## src/rtl/seg7_display_arbiter_if.sv

```systemverilog
// Producer-side bundle for the shared 4-digit 7-segment display:
// two BCD request channels in, one-hot grant and pad drive out.
interface seg7_display_arbiter_if;
  logic        req0;
  logic [15:0] bcd0;
  logic [3:0]  dp0;
  logic        req1;
  logic [15:0] bcd1;
  logic [3:0]  dp1;
  logic [1:0]  gnt;
  logic [7:0]  SEG;
  logic [3:0]  DIGIT;

  modport master (
    output req0, bcd0, dp0, req1, bcd1, dp1,
    input  gnt, SEG, DIGIT
  );

  modport slave (
    input  req0, bcd0, dp0, req1, bcd1, dp1,
    output gnt, SEG, DIGIT
  );
endinterface

```

## src/rtl/seg7_display_arbiter.sv

```systemverilog
// Round-robin arbiter with minimum hold time between two BCD producers,
// plus the 4-digit scan (with anti-ghosting blank) and BCD-to-segment encode.
module seg7_display_arbiter #(
  parameter int SCAN_DIV = 12000,
  parameter int BLANK    = 120,
  parameter int HOLD     = 12000000
) (
  input  logic                   clk,
  input  logic                   rst,
  seg7_display_arbiter_if.slave  bus
);

  localparam int SW = (SCAN_DIV > 1) ? $clog2(SCAN_DIV) : 1;
  localparam int HW = (HOLD > 1) ? $clog2(HOLD) : 1;
  localparam logic [SW-1:0] SLOT_MAX = SW'(SCAN_DIV - 1);
  localparam logic [SW-1:0] BLANK_V  = SW'(BLANK);
  localparam logic [HW-1:0] HOLD_MAX = HW'(HOLD - 1);

  typedef enum logic [1:0] {
    IDLE = 2'd0,
    G0   = 2'd1,
    G1   = 2'd2
  } state_t;

  state_t          state_q, state_d;
  logic            last_q, last_d;
  logic [HW-1:0]   hold_cnt_q, hold_cnt_d;
  logic [SW-1:0]   slot_cnt_q, slot_cnt_d;
  logic [1:0]      posn_q, posn_d;
  logic [3:0]      snap_nib_q, snap_nib_d;
  logic            snap_dp_q, snap_dp_d;
  logic            snap_valid_q, snap_valid_d;
  logic [7:0]      seg_q, seg_d;
  logic [3:0]      digit_q, digit_d;

  logic [15:0]     sel_bcd;
  logic [3:0]      sel_dp;

  // BCD nibble to active-low {g,f,e,d,c,b,a}; non-decimal codes are dark
  function automatic logic [6:0] encode(input logic [3:0] nib);
    case (nib)
      4'd0:    encode = 7'h40;
      4'd1:    encode = 7'h79;
      4'd2:    encode = 7'h24;
      4'd3:    encode = 7'h30;
      4'd4:    encode = 7'h19;
      4'd5:    encode = 7'h12;
      4'd6:    encode = 7'h02;
      4'd7:    encode = 7'h78;
      4'd8:    encode = 7'h00;
      4'd9:    encode = 7'h10;
      default: encode = 7'h7F;
    endcase
  endfunction

  // All state registers with synchronous reset
  always_ff @(posedge clk) begin
    if (rst) begin
      state_q      <= IDLE;
      last_q       <= 1'b1;
      hold_cnt_q   <= '0;
      slot_cnt_q   <= '0;
      posn_q       <= '0;
      snap_nib_q   <= '0;
      snap_dp_q    <= 1'b0;
      snap_valid_q <= 1'b0;
      seg_q        <= '1;
      digit_q      <= '1;
    end else begin
      state_q      <= state_d;
      last_q       <= last_d;
      hold_cnt_q   <= hold_cnt_d;
      slot_cnt_q   <= slot_cnt_d;
      posn_q       <= posn_d;
      snap_nib_q   <= snap_nib_d;
      snap_dp_q    <= snap_dp_d;
      snap_valid_q <= snap_valid_d;
      seg_q        <= seg_d;
      digit_q      <= digit_d;
    end
  end

  // Arbiter next state, round-robin pointer and hold counter
  always_comb begin
    state_d    = state_q;
    last_d     = last_q;
    hold_cnt_d = hold_cnt_q;
    case (state_q)
      IDLE: begin
        if (bus.req0 && bus.req1) state_d = last_q ? G0 : G1;
        else if (bus.req0)        state_d = G0;
        else if (bus.req1)        state_d = G1;
      end
      G0: begin
        if (!bus.req0)                                state_d = bus.req1 ? G1 : IDLE;
        else if (bus.req1 && hold_cnt_q == HOLD_MAX)  state_d = G1;
      end
      G1: begin
        if (!bus.req1)                                state_d = bus.req0 ? G0 : IDLE;
        else if (bus.req0 && hold_cnt_q == HOLD_MAX)  state_d = G0;
      end
      default: state_d = IDLE;
    endcase

    if (state_d != state_q) begin
      hold_cnt_d = '0;
      if (state_d == G0)      last_d = 1'b0;
      else if (state_d == G1) last_d = 1'b1;
    end else if (state_q != IDLE && hold_cnt_q != HOLD_MAX) begin
      hold_cnt_d = hold_cnt_q + HW'(1);
    end
  end

  // Scan counters, slot-start snapshot and registered pad drive.
  // At slot_cnt == 0 the live data is both captured and encoded, so the
  // first cycle of a slot already uses the new snapshot (matters for BLANK=0).
  always_comb begin
    sel_bcd      = (state_q == G1) ? bus.bcd1 : bus.bcd0;
    sel_dp       = (state_q == G1) ? bus.dp1  : bus.dp0;

    slot_cnt_d   = (slot_cnt_q == SLOT_MAX) ? '0 : slot_cnt_q + SW'(1);
    posn_d       = (slot_cnt_q == SLOT_MAX) ? posn_q + 2'd1 : posn_q;

    snap_nib_d   = snap_nib_q;
    snap_dp_d    = snap_dp_q;
    snap_valid_d = snap_valid_q;
    if (slot_cnt_q == '0) begin
      snap_nib_d   = sel_bcd[{posn_q, 2'b00} +: 4];
      snap_dp_d    = sel_dp[posn_q];
      snap_valid_d = (state_q != IDLE);
    end

    seg_d   = snap_valid_d ? {~snap_dp_d, encode(snap_nib_d)} : 8'hFF;
    digit_d = (!snap_valid_d || slot_cnt_q < BLANK_V) ? 4'hF : ~(4'b0001 << posn_q);
  end

  assign bus.gnt   = {state_q == G1, state_q == G0};
  assign bus.SEG   = seg_q;
  assign bus.DIGIT = digit_q;

endmodule

```

## src/flat_wrapper.sv

```systemverilog
// flat-port wrapper written by rule: the top's interface ports become plain ports
module seg7_display_arbiter_flat 
#(
  parameter int SCAN_DIV = 12000,
  parameter int BLANK    = 120,
  parameter int HOLD     = 12000000
)
  (clk, rst, bus_req0, bus_bcd0, bus_dp0, bus_req1, bus_bcd1, bus_dp1, bus_gnt, bus_SEG, bus_DIGIT);
  seg7_display_arbiter_if bus_i ();
  input  logic clk;
  input  logic rst;
  input wire logic [$bits(bus_i.req0)-1:0] bus_req0;
  input wire logic [$bits(bus_i.bcd0)-1:0] bus_bcd0;
  input wire logic [$bits(bus_i.dp0)-1:0] bus_dp0;
  input wire logic [$bits(bus_i.req1)-1:0] bus_req1;
  input wire logic [$bits(bus_i.bcd1)-1:0] bus_bcd1;
  input wire logic [$bits(bus_i.dp1)-1:0] bus_dp1;
  output wire logic [$bits(bus_i.gnt)-1:0] bus_gnt;
  output wire logic [$bits(bus_i.SEG)-1:0] bus_SEG;
  output wire logic [$bits(bus_i.DIGIT)-1:0] bus_DIGIT;
  assign bus_i.req0 = bus_req0;
  assign bus_i.bcd0 = bus_bcd0;
  assign bus_i.dp0 = bus_dp0;
  assign bus_i.req1 = bus_req1;
  assign bus_i.bcd1 = bus_bcd1;
  assign bus_i.dp1 = bus_dp1;
  assign bus_gnt = bus_i.gnt;
  assign bus_SEG = bus_i.SEG;
  assign bus_DIGIT = bus_i.DIGIT;
  seg7_display_arbiter #(.SCAN_DIV(SCAN_DIV), .BLANK(BLANK), .HOLD(HOLD)) u_core (.clk(clk), .rst(rst), .bus(bus_i));
endmodule
```

## config.mk

```make
export PLATFORM = sky130hd
export DESIGN_NAME = seg7_display_arbiter_flat
export DESIGN_NICKNAME = d
export VERILOG_FILES = /design/src/rtl/seg7_display_arbiter_if.sv /design/src/rtl/seg7_display_arbiter.sv /design/src/flat_wrapper.sv
export SDC_FILE = /design/constraint.sdc
export NUM_CORES = 1
export LEC_CHECK = 0
export CAP_MARGIN = 0
export CELL_PAD_IN_SITES_DETAIL_PLACEMENT = 1
export CELL_PAD_IN_SITES_GLOBAL_PLACEMENT = 2
export CORE_UTILIZATION = 30
export CTS_BUF_LIST = sky130_fd_sc_hd__clkbuf_4 sky130_fd_sc_hd__clkbuf_8
export DETAILED_ROUTE_END_ITERATION = 7
export GPL_ROUTABILITY_DRIVEN = 1
export PLACE_DENSITY_LB_ADDON = 0.1
export SYNTH_ARGS = -nofsm -noshare
export SYNTH_HDL_FRONTEND = slang
export SYNTH_SLANG_ARGS = --single-unit
```

## constraint.sdc

```tcl
create_clock -name clk -period 2.7 [get_ports clk]
set_input_delay 0.27 -clock clk [delete_from_list [all_inputs] [get_ports clk]]
set_output_delay 0.27 -clock clk [all_outputs]
set_load 0.05 [all_outputs]
```

* After elaboration in Yosys (flattened, before gate mapping) *
Memories as Yosys holds them, arrays and structs flattened. A register that Yosys moved wholly into a read port is not among the register bits.
Index checks and enable logic that the tools add are counted.
W data, S select, Z words.

storage, ports and cells
  bits in registers = 61
  bits in read-only memories = 112
  input bits = 44
  output and inout port bits = 14
  logic and storage cells = 64
  memories kept = 1

cells by class
  add/subtract/negate cells = 3
  $lt $le $gt $ge = 2
  eq/ne operators = 8
  shift operators = 2
  mux-type cells = 20
  bitwise operators = 3
  reduce and logical (&&, ||, !) cells = 15

memories
  memory            depth  width  rd ports  clocked after memory_dff  write ports  RTL line                    source
  (name not given)  16     7      1         1                         0            seg7_display_arbiter.sv:41  case (nib)

operators with widths
  kind                     number
  $add A24 B1 Y24 const B  1
  $eq A24 B24 Y1 const B   1
  $ne A24 B24 Y1 const B   1
  $mux W2                  9
  $mux W16                 1
  $shiftx A16 B5 Y4        1
  $add A14 B1 Y14 const B  1
  $eq A14 B14 Y1 const B   1
  $logic_not A14 Y1        1
  $lt A14 B7 Y1 const B    1
  $mux W4                  2
  $reduce_or A2 Y1         4
  $mux W1                  6
  $pmux W2 S3              1
  $eq A2 B1 Y1 const B     2
  $eq A2 B2 Y1 const B     2
  $logic_and A1 B1 Y1      4
  $not A4 Y4               1
  $reduce_bool A2 Y1       2
  $shl A1 B2 Y4 const A    1
  $lt A2 B3 Y1 const B     1
  $add A2 B1 Y2 const B    1
  $bmux W1 S2              1
  $logic_not A2 Y1         1
  other kinds (5)          6

* Longest topological paths before layout *
Gate-level depths: netlist of the first run.

  depth after elaboration = 8
  depth in mapped cells = 10

* Worst setup path before layout of the first run *
Ideal clock, no wire load.

  path type = flip-flop to flip-flop
  start = register u_core.hold_cnt_q[22]
  end = register u_core.last_q
  library setup time = 0.127 ns
  data arrival time = 2.287 ns
  setup slack = 0.286 ns
  stages on the path, launching flop included = 10
  path buffers = 0
  cells stage by stage = dfxtp_1 nor4b_1 and3_1 nand3_1 mux2i_1 o31ai_1 a21oi_1 ha_1 o31a_1 or3_1

on the way
  word-level cells in the longest chain between the ends = 8
  elaborated cells on any way between the ends = 14
  classes of those cells = eq/ne: 4; mux: 6; reduce/logical: 4

ends and longest elaborated chain
  element                                        RTL line                                                  source
  start: declaration                             seg7_display_arbiter.sv:27                                logic [HW-1:0] hold_cnt_q, hold_cnt_d;
  start signal: assignment                       seg7_display_arbiter.sv:72                                hold_cnt_q <= hold_cnt_d;
  $eq A24 B24 Y1 *                               seg7_display_arbiter.sv:96, seg7_display_arbiter.sv:100
  $logic_and A1 B1 Y1, on equally long branches  seg7_display_arbiter.sv:100, seg7_display_arbiter.sv:96
  $mux W2, on equally long branches              seg7_display_arbiter.sv:100, seg7_display_arbiter.sv:96
  $mux W2, on equally long branches              seg7_display_arbiter.sv:99, seg7_display_arbiter.sv:95
  $pmux W2 S3 *                                  seg7_display_arbiter.sv:88                                case (state_q)
  via u_core.state_d[0]                          seg7_display_arbiter.sv:25                                state_t state_q, state_d;
  $eq A2 B2 Y1 or $eq A2 B1 Y1 (tied branches)   seg7_display_arbiter.sv:108, seg7_display_arbiter.sv:107
  $reduce_bool A2 Y1 (no source line)            -
  $reduce_and A2 Y1 (no source line)             -
  end signal: assignment                         seg7_display_arbiter.sv:71                                last_q <= last_d;
  end: declaration                               seg7_display_arbiter.sv:26                                logic last_q, last_d;

Mark *: on every way through the listed nets, which the timed path passes. The rest lies on a longest branch.
A chain may end at the register's enable or synchronous reset.

* Worst setup path after layout of the first run *
  start = register u_core.hold_cnt_q[8]
  end = register u_core.last_q

The elaborated chain is that of the path after synthesis.

==> results of run 1 <==
[final timing paths]
kind	startpoint	endpoint	slack (ns)	depth (start not counted)
worst max-delay path	u_core.hold_cnt_q[8]	u_core.last_q	0.14	9
worst min-delay path	u_core.slot_cnt_q[0]	u_core.slot_cnt_q[0]	0.46	1
worst max register to register	u_core.hold_cnt_q[8]	u_core.last_q	0.14	9
worst min register to register	u_core.slot_cnt_q[0]	u_core.slot_cnt_q[0]	0.46	1
[cell usage in the layout (no fill, tap or decap), types with 5 or more instances in the layout]
master and instances:
ha_1 13, and3_1 12, clkdlybuf4s50_1 56, nor2b_1 5
nand2_1 19, a32oi_1 6, and3b_1 16, xnor2_1 14
inv_1 13, nor2_1 52, nor4_1 8, nor3_1 8
clkbuf_8 12, nand3_1 17, or3_1 6, dfxtp_1 61
and2_1 5, a21oi_1 6, xor2_1 20, and4_1 5
mux2i_1 5, buf_4 11, a211oi_1 13, nand4_1 11
[where the power goes]
part	leakage, nW	total, mW	internal (mW)	switching (mW)
Sequential	0.495	0.955	0.939	0.0160
Combinational	1.00	0.468	0.213	0.255
Clock	0.112	0.861	0.497	0.363
Total	1.61	2.28	1.65	0.634
[metrics by stage]
stage,setup slack (ns),setup TNS [ns],instance area [um^2],utilization [%]
floorplan,0.286,0,3290,-
finish,0.136,0,4260,40.7
CTS,0.0481,0,4240,40.5
global route,-0.0590,-0.0590,4260,40.7
detailed placement,0.0728,0,4030,38.5
global placement,0.107,0,4030,38.5
[routing by layer]
| metal | GRT usage (%) | part of all wire (%) | up-vias |
|---|---|---|---|
| li1 | - | - | 1439 |
| met1 | 22.9 | 51 | 1323 |
| met2 | 25.2 | 43 | 71 |
| met3 | 3.16 | 4.4 | 10 |
| met4 | 8.02 | 1.9 | 0 |
| met5 | 0 | 0 | - |
[worst reg2reg max path: cells and delay by family, from the launching register on]
kind	cells	cell delay, ns
muxes	1	0.18
DFF	1	0.38
AOI/OAI and AO/OA	3	0.57
and+or+nand+nor	4	1.05
adders and majority gates	1	0.27
[timing repair]
action,CTS,global route
endpoints found under the setup margin,0,1
hold buffers,0,0
resized for setup,0,3
endpoints found under the hold margin,0,0
[Yosys cell counts, types with 2 or more instances]
cell type | n | share of area, %
a21oi_1 | 6 | 0.91
mux4_2 | 2 | 1.4
mux2_4 | 2 | 0.91
and3b_1 | 16 | 4.3
ha_1 | 13 | 4.9
or2_2 | 2 | 0.38
a2111oi_0 | 3 | 0.80
nor2_1 | 52 | 5.9
buf_4 | 2 | 0.46
inv_1 | 13 | 1.5
buf_2 | 7 | 1.1
nand2b_1 | 3 | 0.57
mux2i_1 | 5 | 1.5
and2_1 | 5 | 0.95
and4_1 | 5 | 1.3
o21ai_1 | 2 | 0.30
or3_1 | 6 | 1.1
nand4_1 | 11 | 2.1
a211oi_1 | 13 | 3.0
xnor2_1 | 14 | 3.7
a31oi_1 | 2 | 0.38
a32oi_1 | 6 | 1.6
nor3_1 | 8 | 1.2
dfxtp_1 | 61 | 37
nand3_1 | 17 | 2.6
nor2b_1 | 5 | 0.95
xor2_1 | 20 | 5.3
and3_1 | 12 | 2.3
nor4_1 | 9 | 1.7
o21ai_0 | 3 | 0.46
clkbuf_1 | 8 | 0.91
nand2_1 | 19 | 2.2
[registers in the layout (all words and copies together), names as in the netlist]
register,count
u_core.hold_cnt_q,24
u_core.slot_cnt_q,14
u_core.bus.SEG,8
u_core.bus.DIGIT,4
u_core.snap_nib_q,4
u_core.posn_q,2
u_core.state_q,2
u_core.last_q,1
u_core.snap_dp_q,1
u_core.snap_valid_q,1
[kinds of logic (layout without fill, tap and decap cells)]
kind of cell    Yosys count  count (layout)
simple gates            175             175
flops                    61              61
compound gates           44              44
xor+xnor                 34              34
buf+inv                  32              98
fa+ha+maj                13              13
mux                      12              12
[cell type report]
class                      instances  area (um^2)
sequential                        61         1220
inverter                          14         52.6
fill                            1239         6200
clock inverter                     4         45.0
clock buffer                      12          165
multi-input combinational        278         1940
timing repair buffer              68          663
tap                              136          170
==> results.md, run 1 <==
* Status: finished, final reports clean
* DRT antenna net count at 0
* # diodes at 0
* Synth Area in Simple Gates at 29.0%
* WS Path Type: flop to flop
* Post-synth EDFFs at 0
* CP Launch Type: flop
* Complex-gate fraction of the synthesized area at 10.3%
* XOR/XNOR Fraction of Synth Area at 9.06%
* Worst hold margin at 0.463 ns
* Syn_area_per_cell at 8.86 um^2
* Cell count after synthesis at between 300 and 400
* Cell Chain, Critical Path: nor4_4 > and3_1 > nand3_1 > mux2i_1 > o31ai_1 > a21oi_1 > ha_1 > o31a_1 > or3_1
* Layout cells sized above 1 at 10.1%
* Die width at 107 um
* Clock latency on the worst-skew pair at 0.34 ns
* Buffer and inverter count on the worst path at 0
* Largest net degree at the start of global routing at 25
* Total power at between 2 and 2.5 mW
* CP max stage delay at 0.38 ns
* H-tree depth at 3
* Vias in the first global route at between 2,000 and 3,000
* Max-slew headroom at 56.0%
* DIE HEIGHT at ~110 um
* Worst Path Max Fanout at 6
* Port Buffers at 57
* Least-Margin Pin Slew at 0.654 ns
* Drt first-iter violations at 87
* Async set or reset register ratio after synthesis at 0%
* I/O pin count at 58
* Final wirelength at 8890 um
* Register area share after synthesis at 37.1%
* F_max at 390 MHz
* Fin. max-slew vios at 0
* Grt ovf at 0
* Crit path DAT at 2.79 ns
* Die area at 0.0114 mm^2
* DP HPWL at 6540 um
* Final hold vios at 0
* Critical path's slowest cell: dfxtp_1
* LEAKAGE at 1.61 nW
* First-pass GRT wire length at 14,800 um
* Core box area at 0.0105 mm^2
* Dominant synthesized flop cell: dfxtp_1
* Crit. End Element: flop
* Initial antenna violation count at 0
* Number of core rows at 37
* Syn-to-layout area delta at 29.6%
* Count of cell types in the netlist at 51
* Final setup fails at 0
* Mux cell area share after synthesis at 5.25%
* Syn Std Cell Area at about 0.0033 mm^2
* Clock Path Buffers at 2
* Inserted Clock Buffers at 9
* Tot GR Track Use at 16.7%
* Final Wtd Congestion at between 0.8 and 0.9
* Drt drc at 0
* Initial Util at 31.4%
* WL/cell at 15.5 um
* Final period util at a little over nine tenths
* DR vias/cell at between 4 and 5
* Fin cells at about 570
* HP Class: flop to flop
* Yosys warns at 0
* Max-cap viol count at 0
* Placed cells at 557
* Power Density at 536 mW/mm^2
* Routed vias at 2,843
* # Post-CTS Setup Buffers at 0
* Largest family of logic cells by synthesized area: simple AND/OR/NAND/NOR gates
* Layout Nets at 489
* Reg clk slew, reported paths at 0.07 ns
* DRT Pass-1 Iters at 6
* Worst vdd ir at about 0.19 mV
* Req. time, crit path at 2.92 ns
* Root Buffer: clkbuf_8
* CTS Sinks at 61
* Adder-cell share of the synthesized area at under 10%
* #FFs+latches synth at 61
* CTS tree: built
* Clock Skew at a little over 0.008 ns
* Crit path max-delay family: simple AND/OR/NAND/NOR gates
* Tmin final at 2.56 ns
* Syn_nets at between 400 and 500
Power figures use the tool's default switching activity.
==> run 2: changes to the inputs <==
Settings changed: CORE_UTILIZATION 30 to 40, DONT_BUFFER_PORTS from default to 1.
==> run 2 against run 1 <==
  * Clock skew rose by 0.0030 ns
  * Sequential share of layout area up 4.6 points
  * Power decreased by 6.6%
  * Critical path type unchanged
  * Critical endpoint unchanged
  * Largest cell class unchanged
  * Largest power group unchanged
  * Highest routed layer unchanged
==> results.md, run 2 (synthesis gave the netlist of run 1 again) <==
* Power Density at 582 mW/mm^2
* F_max at 393 MHz
* DIE HEIGHT at 92.7 um
* Grt ovf at 0
* Die area at 0.00859 mm^2
* Worst vdd ir at 0.258 mV
* Core box area at 0.00785 mm^2
* Area occupied by registers at 0.00122 mm^2
* RSZ-0062 raised after global routing: no
* Setup_tns at 0 ns
* Layout Nets at roughly 440
* CP Launch Type: flop
* Syn-to-layout area delta at 11.5%
* DP HPWL at ~5900 um
* Initial antenna violation count at 0
* Fin cells at 484
* Port Buffers at 0
* Inserted Clock Buffers at 9
* HP Class: input port to flop
* Final wirelength at 8010 um
* Most frequent cells in the layout: dfxtp_1 (61), nor2_1 (52), xor2_1 (20)
* Least-Margin Pin Slew at between 0.5 and 0.6 ns
* Layout cells sized above 1 at about 12%
* CTS tree: built
* CTS Sinks at 61
* Clock Skew at 0.0111 ns
* Root Buffer: clkbuf_8
* First-pass GRT wire length at 13,600 um
* R2r endpoint: u_core.last_q
* Clock Path Buffers at 2
* WL/cell at roughly 17 um
* # diodes at 0
* DRT Pass-1 Iters at 4
* Routed vias at 2,657
* Setup ws final at 0.155 ns
* H-tree depth at 3
* Initial Util at roughly two fifths
* Clock latency on the worst-skew pair at 0.34 ns
* Max-cap viol count at 0
* Worst min-delay path startpoint: bus_req1
* Number of core rows at 32
* LEAKAGE at 1.40 nW
* Final hold vios at 0
* Req. time, crit path at 2.92 ns
* Most flop-heavy register: u_core.hold_cnt_q
* Reg clk slew, reported paths at around 0.070 ns
* Final Wtd Congestion at ~0.74
* Die width at 92.7 um
* Reg2reg setup slack at 0.16 ns
* Crit path DAT at 2.76 ns
* Placed cells at 470
* I/O pin count at 58
* DRT antenna net count at 0
* Design Area, Final at 0.00367 mm^2
* Final period util at between 90% and 100%
* Reg2Reg Depth at 9
* WS Path Type: flop to flop
* Max reg flops at 24
* Worst r2r src: u_core.hold_cnt_q[8]
* Tot GR Track Use at 20.3%
* Multi-input logic area at 0.00194 mm^2
* Final setup fails at 0
* Drt drc at 0
* Worst Hold End: u_core.state_q[0]
* Drt first-iter violations at 70
* Final Core Density at 46.7%
* Pre-CTS setup slack at 0.0869 ns
* Fin. max-slew vios at 0
* Vias in the first global route at 2,776
* Crit. End Element: flop
* Worst Path Max Fanout at 6
* # Post-CTS Setup Buffers at 0
* Fill cells at 935
* Largest net degree at the start of global routing at 26
* Commonest non-fill, non-tap cell in the layout: dfxtp_1
* DP Area at 0.00345 mm^2
* Worst hold path depth at 1
* Max-slew headroom at 65.0%
* Status: finished, final reports clean
* Tmin final at 2.54 ns
* DR vias/cell at 5.49
==> run 2: cell count changes in the layout (fill, tap and decap cells not counted), sizes merged <==
cell / before / now
clkbuf: 12 / 11
dlygate4sd3: 0 / 1
clkdlybuf4s50: 56 / 0
clkinv: 3 / 1
buf: 12 / 15
==> run 2: worst max-delay path by stage <==
stage,from,end,slack [ns],cells past startpoint
final,u_core.hold_cnt_q[8],u_core.last_q,0.16,9
after global placement,u_core.hold_cnt_q[8],u_core.last_q,0.16,9
after detailed placement,u_core.hold_cnt_q[8],u_core.last_q,0.09,9
after floorplan,u_core.hold_cnt_q[22],u_core.last_q,0.29,9
after CTS,u_core.hold_cnt_q[8],u_core.last_q,0.04,9
after global routing,u_core.hold_cnt_q[8],u_core.last_q,0.01,9
==> run 2: stage by stage <==
step / hold WS [ns] / total power, mW
after floorplan: 0.364 / 1.28
after global placement: 0.345 / 1.34
after detailed placement: 0.347 / 1.35
after CTS: 0.0125 / 2.17
after global routing: 0.0179 / 2.25
final: 0.0286 / 2.13
==> run 2: final cells by class <==
cell class | count | area share [%]
Tap cell | 102 | 3.48
Inverter | 14 | 1.43
Sequential cell | 61 | 33.3
Clock inverter | 2 | 0.955
Clock buffer | 11 | 4.13
Multi-Input combinational cell | 278 | 53.0
Timing Repair Buffer | 16 | 3.68
==> run 2: where the power goes <==
part	leakage (nW)	switching, mW	internal (mW)
registers	0.495	0.0853	0.940
clock network	0.0971	0.342	0.460
logic	0.803	0.172	0.134
==> run 2: worst max-delay path: stages (launching register included) <==
cell	delay, ns
dfxtp_1	0.37
nor4_4	0.32
and3_1	0.24
nand3_1	0.13
mux2i_1	0.20
o31ai_1	0.11
a21oi_1	0.17
ha_1	0.26
o31a_1	0.29
or3_1	0.34
==> run 2: repair_timing <==
action	in CTS	in global routing
endpoints found under the setup margin	0	1
hold buffers	1	0
resized for setup	0	3
hold endpoints to repair	10	0
==> run 2: per-layer routing <==
metal  vias to the layer above  global-route usage (%)  wire (um)
li1                       1326                       -          -
met1                      1264                    26.0       3890
met2                        56                    32.7       3570
met3                        11                    5.58        425
met4                         0                    7.44        129
met5                         -                       0          0
==> run 3: changes to the inputs <==
Settings changed: CTS_BUF_LIST sky130_fd_sc_hd__clkbuf_4 sky130_fd_sc_hd__clkbuf_8 to sky130_fd_sc_hd__clkbuf_8.
==> results of run 3 <==
No change in the layout: final DEF, timing and power equal those of run 2.
==> variant: new RTL, config.mk and constraints of run 2 <==
One comparison of `hold_cnt_q` changes from == to >=.
--- a/src/rtl/seg7_display_arbiter.sv
+++ b/src/rtl/seg7_display_arbiter.sv
@@ -95,3 +95,3 @@
         if (!bus.req0)                                state_d = bus.req1 ? G1 : IDLE;
-        else if (bus.req1 && hold_cnt_q == HOLD_MAX)  state_d = G1;
+        else if (bus.req1 && hold_cnt_q >= HOLD_MAX)  state_d = G1;
       end
Function: no difference found for any inputs over 10 cycles, from zero or initial values and one cycle with rst high; that may be too few to reach the edited logic, so the function may still have changed.
==> variant against run 2 <==
Utilization up 1.4 points; setup slack improved by 0.0019 ns; critical endpoint unchanged; total power up 11%; clock power grew 27%; synthesized cell count decreased by 4.9%; synthesized area decreased by 1.3%; routed wire length down 4.0%; highest routed layer unchanged; sequential share of layout area is 0.60 points lower; sequential cell count did not move; cell area rose by 1.9%.
==> variant: results (changes against run 2) <==
synthesis:
  syn_inst: 353  # -4.9%
  synth_common_cells: "dfxtp_1, nor2_1, nand2_1, xnor2_1, xor2_1"
  synth_ff_type: "dfxtp_1"
  synthAdderAreaFrac_pct: 5.01  # +0.067 points
  synthMuxAreaShare_pct: 11.2  # +5.9 points
  synth-xor-area-share_pct: 10.3  # +1.2 points
  synth_seq_area_share_pct: 37.6  # +0.50 points
  synth-compound-area-share_pct: 9.33  # -0.94 points
  yosys-top-cells-area: "dfxtp_1, nor2_1, xnor2_1"
  yosysUniqueCellTypes: 60  # +18%
  synthesis.nets: 410  # -4.2%
layout:
  largest_reg_flops: 24  # unchanged
  fin_nets: 433  # -0.92%
  drive_above_1_share_pct: 15.5  # +4.0 points
  largest_register: "u_core.hold_cnt_q"
  fill_cells: 912  # -2.5%
drt:
  met3_wirelength_um: 429  # +0.94%
  vias: 2566  # -3.4%
  routed_wirelength_um: 7690  # -4.0%
  dr.pass1.iters: 4  # unchanged
  drtIter0Drc: 66  # -5.7%
  met1Wirelength_um: 3470  # -11%
  wl_per_cell_um: 15.9  # -3.8%
  wl_met2_um: 3640  # +2.0%
global_route:
  grt_pass1_wl_um: 13000  # -4.9%
  grt_max_degree: 25  # -3.8%
  gr-usage-all-layers_pct: 19.7  # -0.60 points
  grt_pass1_vias: 2675  # -3.6%
power_and_ir_drop:
  intPower_uw: 1720  # +12%
  irDropWorstVdd_mv: 0.364  # +41%
  power.leakage_uw: 0.00134  # -4.2%
worst_hold_path:
  hp-class: "input port to flop"
cts:
  worst_skew_pair.late_latency_ns: 0.35
  clk_pin_slew_worst_paths_ns: 0.07  # about the same
  cts_buffer_depth: 2  # unchanged
  htree_num_levels: 3  # unchanged
  cts_made_buffers: 9  # unchanged
place:
  portBuffers: 0  # unchanged
  dp_cells: 464  # -1.3%
  dp_slack_ns: 0.108  # +0.0214 ns
  globalplace.congestion: 0.822  # +12%
  dp_hpwl_um: 5540  # -5.7%
sta:
  max_freq_mhz: 393  # about the same
  clock_skew_ns: 0.0104  # -0.000721 ns
  worst_pin_slew_ns: 0.627  # +0.103 ns
  holdWs_ns: 0.0714  # +0.0427 ns
critical_path:
  worstPathMaxFanout: 6  # unchanged
  critical_path_arrival_ns: 2.78  # +0.02 ns
  cpMaxStageDelayCell: "dfxtp_1"
  r2r_slack_ns: 0.16
  slowest_delay_ns: 0.37  # about the same
run_status:
  outcome: "complete, no violations"
-- variant: power groups by stage --
stage | logic, uW | registers (uW) | clock network [uW]
floorplan | 239 | 1040 | 0
global placement | 299 | 1050 | 0
detailed placement | 305 | 1050 | 0
CTS | 315 | 1030 | 1050
global route | 352 | 1030 | 1100
finish | 315 | 1030 | 1020
-- variant: what timing repair did --
action                     4_1_cts  5_1_grt
hold buffers                     2        0
setup buffers                    0        1
hold endpoints to repair         9        0
setup endpoints to repair        0        2
gates resized for setup          0        2
-- variant: cell type report --
class / count / area, um2 / area share (%)
inverter: 15 / 56.3 / 1.51
clock inverter: 6 / 110 / 2.95
tap: 102 / 128 / 3.41
timing repair buffer: 24 / 198 / 5.29
sequential: 61 / 1220 / 32.7
clock buffer: 10 / 138 / 3.68
multi-input combinational: 265 / 1890 / 50.5
-- variant: path summary, 6_finish.rpt --
check	start	depth (start not counted)	to
worst max register to register	u_core.hold_cnt_q[8]	8	u_core.last_q
worst min register to register	u_core.slot_cnt_q[0]	1	u_core.slot_cnt_q[0]
worst min-delay path	bus_req0	2	u_core.state_q[0]
worst max-delay path	u_core.hold_cnt_q[8]	8	u_core.last_q
-- variant: kinds of logic after synthesis --
group / after synthesis
AOI/OAI and AO/OA: 41
xor gates and xnor gates: 38
adders and majority gates: 13
buffers and inverters: 27
DFF: 61
muxes: 24
and+or+nand+nor: 149
-- variant: routing by layer --
metal | up-vias | track usage, %
met1 | 1200 | 23.6
li1 | 1285 | -
met4 | 0 | 9.38
met5 | - | 0
met3 | 11 | 4.73
met2 | 70 | 33.0
-- variant: through the flow --
stage	util, %	instance area (um2)	total power, uW
2_1_floorplan	-	3240	1280
3_3_place_gp	44.3	3440	1350
3_5_place_dp	44.3	3440	1350
4_1_cts	47.8	3710	2390
5_1_grt	48.1	3740	2480
6_report	48.1	3740	2360
-- variant: worst max-delay path, delay by kind of cell (launching register included) --
| family | cells | cell delay [ns] |
|---|---|---|
| adders and majority gates | 1 | 0.30 |
| DFF | 1 | 0.37 |
| AOI/OAI and AO/OA | 3 | 0.84 |
| and+or+nand+nor | 4 | 0.93 |
